File: src/rtl/uart_parity_gen.sv
// rtl/uart_parity_gen.sv - UART TX parity generator; serial self-checker built when UART_PAR_CHK_EN is defined
module uart_parity_gen #(
    parameter  int DATA_W = 8,
    localparam int LEN_W  = $clog2(DATA_W + 1)
) (
    input  logic              CLK,
    input  logic              RST,
    input  logic [DATA_W-1:0] P_DATA,
    input  logic [LEN_W-1:0]  DATA_LEN,
    input  logic              PAR_EN,
    input  logic [1:0]        PAR_MODE,
    input  logic              Data_Valid,
    input  logic              Busy,
    input  logic              ser_en,
    input  logic              ser_bit,
    output logic              par_bit,
    output logic              par_vld,
    output logic              chk_done,
    output logic              chk_err
);
    localparam logic [LEN_W-1:0] LEN_MAX = LEN_W'(DATA_W);

    logic              load;
    logic [LEN_W-1:0]  len_eff;
    logic [DATA_W-1:0] data_masked;
    logic              raw_xor;
    logic              par_d;
    logic              par_bit_q;
    logic              par_vld_q;

    assign load    = Data_Valid && !Busy;
    assign len_eff = (DATA_LEN == '0 || DATA_LEN > LEN_MAX) ? LEN_MAX : DATA_LEN;

    always_comb begin
        for (int i = 0; i < DATA_W; i++)
            data_masked[i] = P_DATA[i] && (LEN_W'(i) < len_eff);
    end

    assign raw_xor = ^data_masked;

    always_comb begin
        par_d = 1'b0;
        if (PAR_EN) begin
            case (PAR_MODE)
                2'b00:   par_d = raw_xor;
                2'b01:   par_d = !raw_xor;
                2'b10:   par_d = 1'b1;
                default: par_d = 1'b0;
            endcase
        end
    end

    // Parity is resolved at load time, so later input changes cannot leak into the frame.
    always_ff @(posedge CLK or negedge RST) begin
        if (!RST) begin
            par_bit_q <= 1'b0;
            par_vld_q <= 1'b0;
        end else if (load) begin
            par_bit_q <= par_d;
            par_vld_q <= 1'b1;
        end
    end

    assign par_bit = par_bit_q;
    assign par_vld = par_vld_q;

`ifdef UART_PAR_CHK_EN
    typedef enum logic [1:0] {
        IDLE  = 2'd0,
        CHECK = 2'd1,
        DONE  = 2'd2
    } state_t;

    state_t           state_q, state_d;
    logic [LEN_W-1:0] cnt_q, cnt_d;
    logic [LEN_W-1:0] len_q;
    logic             acc_q, acc_d;
    logic             xor_q;
    logic             done_q, done_d;
    logic             err_q, err_d;

    always_ff @(posedge CLK or negedge RST) begin
        if (!RST) begin
            state_q <= IDLE;
            cnt_q   <= '0;
            len_q   <= '0;
            acc_q   <= 1'b0;
            xor_q   <= 1'b0;
            done_q  <= 1'b0;
            err_q   <= 1'b0;
        end else begin
            state_q <= state_d;
            cnt_q   <= cnt_d;
            acc_q   <= acc_d;
            done_q  <= done_d;
            err_q   <= err_d;
            if (load) begin
                len_q <= len_eff;
                xor_q <= raw_xor;
            end
        end
    end

    // A load always wins, which also aborts a frame still in CHECK without a done pulse.
    always_comb begin
        state_d = state_q;
        cnt_d   = cnt_q;
        acc_d   = acc_q;
        err_d   = err_q;
        done_d  = 1'b0;
        if (load) begin
            state_d = CHECK;
            cnt_d   = '0;
            acc_d   = 1'b0;
            err_d   = 1'b0;
        end else if (state_q == CHECK && ser_en) begin
            acc_d = acc_q ^ ser_bit;
            if (cnt_q == len_q - LEN_W'(1)) begin
                state_d = DONE;
                done_d  = 1'b1;
                err_d   = (acc_q ^ ser_bit) != xor_q;
            end else begin
                cnt_d = cnt_q + LEN_W'(1);
            end
        end
    end

    assign chk_done = done_q;
    assign chk_err  = err_q;
`else
    logic unused_ser;

    assign unused_ser = ser_en ^ ser_bit;
    assign chk_done   = 1'b0;
    assign chk_err    = 1'b0;
`endif

endmodule

File: config.mk
export PLATFORM = sky130hd
export DESIGN_NAME = uart_parity_gen
export DESIGN_NICKNAME = d
export VERILOG_FILES = /design/src/rtl/uart_parity_gen.sv
export SDC_FILE = /design/constraint.sdc
export NUM_CORES = 1
export LEC_CHECK = 0
export CAP_MARGIN = 25
export CORE_AREA = 8 8 45 47
export CTS_CLUSTER_SIZE = 16
export DETAILED_ROUTE_END_ITERATION = 10
export DIE_AREA = 0 0 53 55
export MAX_ROUTING_LAYER = met4
export RECOVER_POWER = 50
export SYNTH_ARGS = -nofsm -noshare
export SYNTH_HDL_FRONTEND = slang
export SYNTH_SLANG_ARGS = --single-unit
File: constraint.sdc
create_clock -name CLK -period 0.9 [get_ports CLK]
set_clock_uncertainty 0.15 [all_clocks]
set_input_delay 0.18 -clock CLK [delete_from_list [all_inputs] [get_ports CLK]]
set_output_delay 0.18 -clock CLK [all_outputs]
set_load 0.005 [all_outputs]
==> run metrics <==
outcome=complete, but fails checks; failing checks=setup timing; most frequent cells in the layout=7 x buf_6, 5 x clkdlybuf4s50_1, 5 x buf_4; clock sink total=2; Levels on crit path=8; area of the die=2915 um^2; CTS clock-pin slew for the worst setup and hold paths=0.03 ns; core area=1384 um^2; Buffers on Ports=20; final slew viol count=0; # setup viols final=4; clk buf depth=2; initial antenna violation count=0; Critical Path Start=DATA_LEN[2]; final hold viol count=0; n_diodes=0; WL/cell=11.77 um; Vias/cell=4.262; Placer Congestion=0.7053; Clk pwr share=33.7%; Design Power=601.9 uW; CTS tree=built; setup_tns=-1.257 ns; Combinational Power Share=49.6%; Ports=25; register area=50.05 um^2; max_cap viols=0; Slowest cell on crit path=xor3_1; Fill cells=144; startpoint types=input port; largest area contributor in the netlist=dfrtp_1; vias in the first global route=407; routed wire length=989 um; # nets final=91; largest net degree at the start of global routing=6; syn_area_per_cell=8.585 um^2; Sw Share=27.13%; Hold Path Class=input port to async pin; fmax=0.5706 GHz; CP max FO=4; Crit Path Class=input port to flop; sequential share of power=16.7%; sw power=163.3 uW; Tmin final=1.753 ns; first-pass GRT wire length=1.642 mm; GRT Overall Usage=7.662%; synthesized instance count=36; commonest non-fill, non-tap cell in the layout=buf_6; num rows=14; WP buf/inv=1; crit-path cells=buf_8 -> nor2_1 -> nand2_1 -> o22a_2 -> xor3_1 -> xnor2_1 -> or3_1 -> a41o_1; initial DRC count=1; DRC viols=0; post-synth cell types=22; endpoint class of the critical path=flop; CTS root buf=clkbuf_4; CP max stage delay=0.36 ns; Leakage=0.0003080 uW; HPWL after DPL=701.4 um; layout cells sized above 1=47.06%; Clock Latency Late Sink=0.22 ns; drt first pass iters=4; CP Data Arrival Time=1.71 ns; period utilization=194.7%; Pwr Density=899.1 nW/um^2; Synth Register Bits=2; main area contributors after synthesis=dfrtp_1 16%, xnor2_1 8.5%, xor3_1 7.7%; Synth warnings=0; unrepaired setup endpoints after global routing=true; Die Ht=55 um; Detail Route Antenna Nets=0; Initial Utilization=22.33%; Final WS setup=-0.8526 ns; H-tree Lvls=1; Worst EP required=0.86 ns; area of the multi-input gates=294.0 um^2; maximum VDD drop=0.7502 mV; worst r2r src=par_vld; Area growth, synth to finish=116.6%; CTS Buf Count=3; Seq/Total Area, Yosys=16.19%; Vias=358; critical path's top delay family=XOR/XNOR gates; Synth top area share=16.19%; R2R depth=2; Die W=53 um; Post-Syn Area=309.0 um^2; global route overflow=0; Pint=438.6 uW
-- stage by stage --
stage / util (%) / area (um^2) / setup WS, ns / std cells / hold WS [ns]
finish: 48.37 / 669.4 / -0.8526 / 84 / 0.04147
global route: 48.37 / 669.4 / -0.9554 / 84 / 0.04819
CTS: 47.38 / 655.6 / -0.9285 / 84 / -0.03122
detailed placement: 42.41 / 586.8 / -1.583 / 79 / 0.2014
global placement: 42.41 / 586.8 / -1.543 / 79 / 0.2027
floorplan: - / 321.6 / -0.8678 / 37 / -0.2656
-- path summary, 6_finish.rpt --
| kind | end | slack [ns] |
|---|---|---|
| min | par_vld | 0.04 |
| min in group CLK | par_bit | 0.33 |
| max reg2reg | par_vld | -0.09 |
| max in group asynchronous | par_bit | 0.43 |
| max | par_bit | -0.85 |
| min reg2reg | par_bit | 0.43 |
-- area by class of cell --
| class | instances | area share (%) |
|---|---|---|
| Timing Repair Buffer | 30 | 42.24 |
| Sequential cell | 2 | 7.477 |
| Multi-Input combinational cell | 33 | 43.93 |
| Tap cell | 16 | 2.991 |
| Clock buffer | 3 | 3.364 |
-- kinds of logic (layout without fill, tap and decap cells) --
kind of cell / count (synthesis) / in the layout / share of synthesized area (%)
and+or+nand+nor: 19 / 19 / 38.47
other: 1 / 2 / 1.213
buffers and inverters: 2 / 33 / 4.857
DFF: 2 / 2 / 16.19
xor gates and xnor gates: 4 / 4 / 16.19
AOI/OAI and AO/OA: 6 / 6 / 14.98
muxes: 2 / 2 / 8.096
-- cell usage after synthesis --
master / instances
nor3_1: 2
nor2b_1: 3
mux2i_1: 1
or2_2: 1
mux2_4: 1
or3_1: 1
nand2_1: 3
nor3b_2: 1
xor3_1: 1
conb_1: 1
xnor2_1: 3
nand3b_1: 1
a21oi_1: 1
o21ai_0: 2
buf_4: 2
a32o_2: 1
dfrtp_1: 2
nand2b_1: 1
a41o_1: 1
nor4_4: 1
nor2_1: 5
o22a_2: 1
-- power by group through the flow --
stage	registers, uW	clock network (uW)	logic, uW
after CTS	100	216	297
after global routing	101	215	324
after global placement	102	0	280
after floorplan	103	0	136
final	100	203	299
after detailed placement	102	0	280
-- layer usage --
layer	share of wire, %	global-route usage, %	up-vias
met3	9.3	2.139	0
met4	0	3.879	0
met5	0	-	-
met2	53	13.67	15
met1	38	7.458	154
li1	-	-	189
-- registers in the layout, indices dropped and copies added, names as in the netlist --
register	count
par_vld	1
par_bit	1
-- worst register-to-register path, cell delays in order, from the launching register on --
cell and delay (ns):
dfrtp_1 0.39, buf_6 0.12, or2_4 0.22
-- timing repair --
action / in CTS / in global routing
endpoints found under the setup margin: 4 / 4
resized for setup: 60 / 5
hold endpoints to repair: 2 / 2
pin swaps: 13 / 5
setup buffers: 2 / 0
No activity file was read; power rests on OpenSTA's default activity.
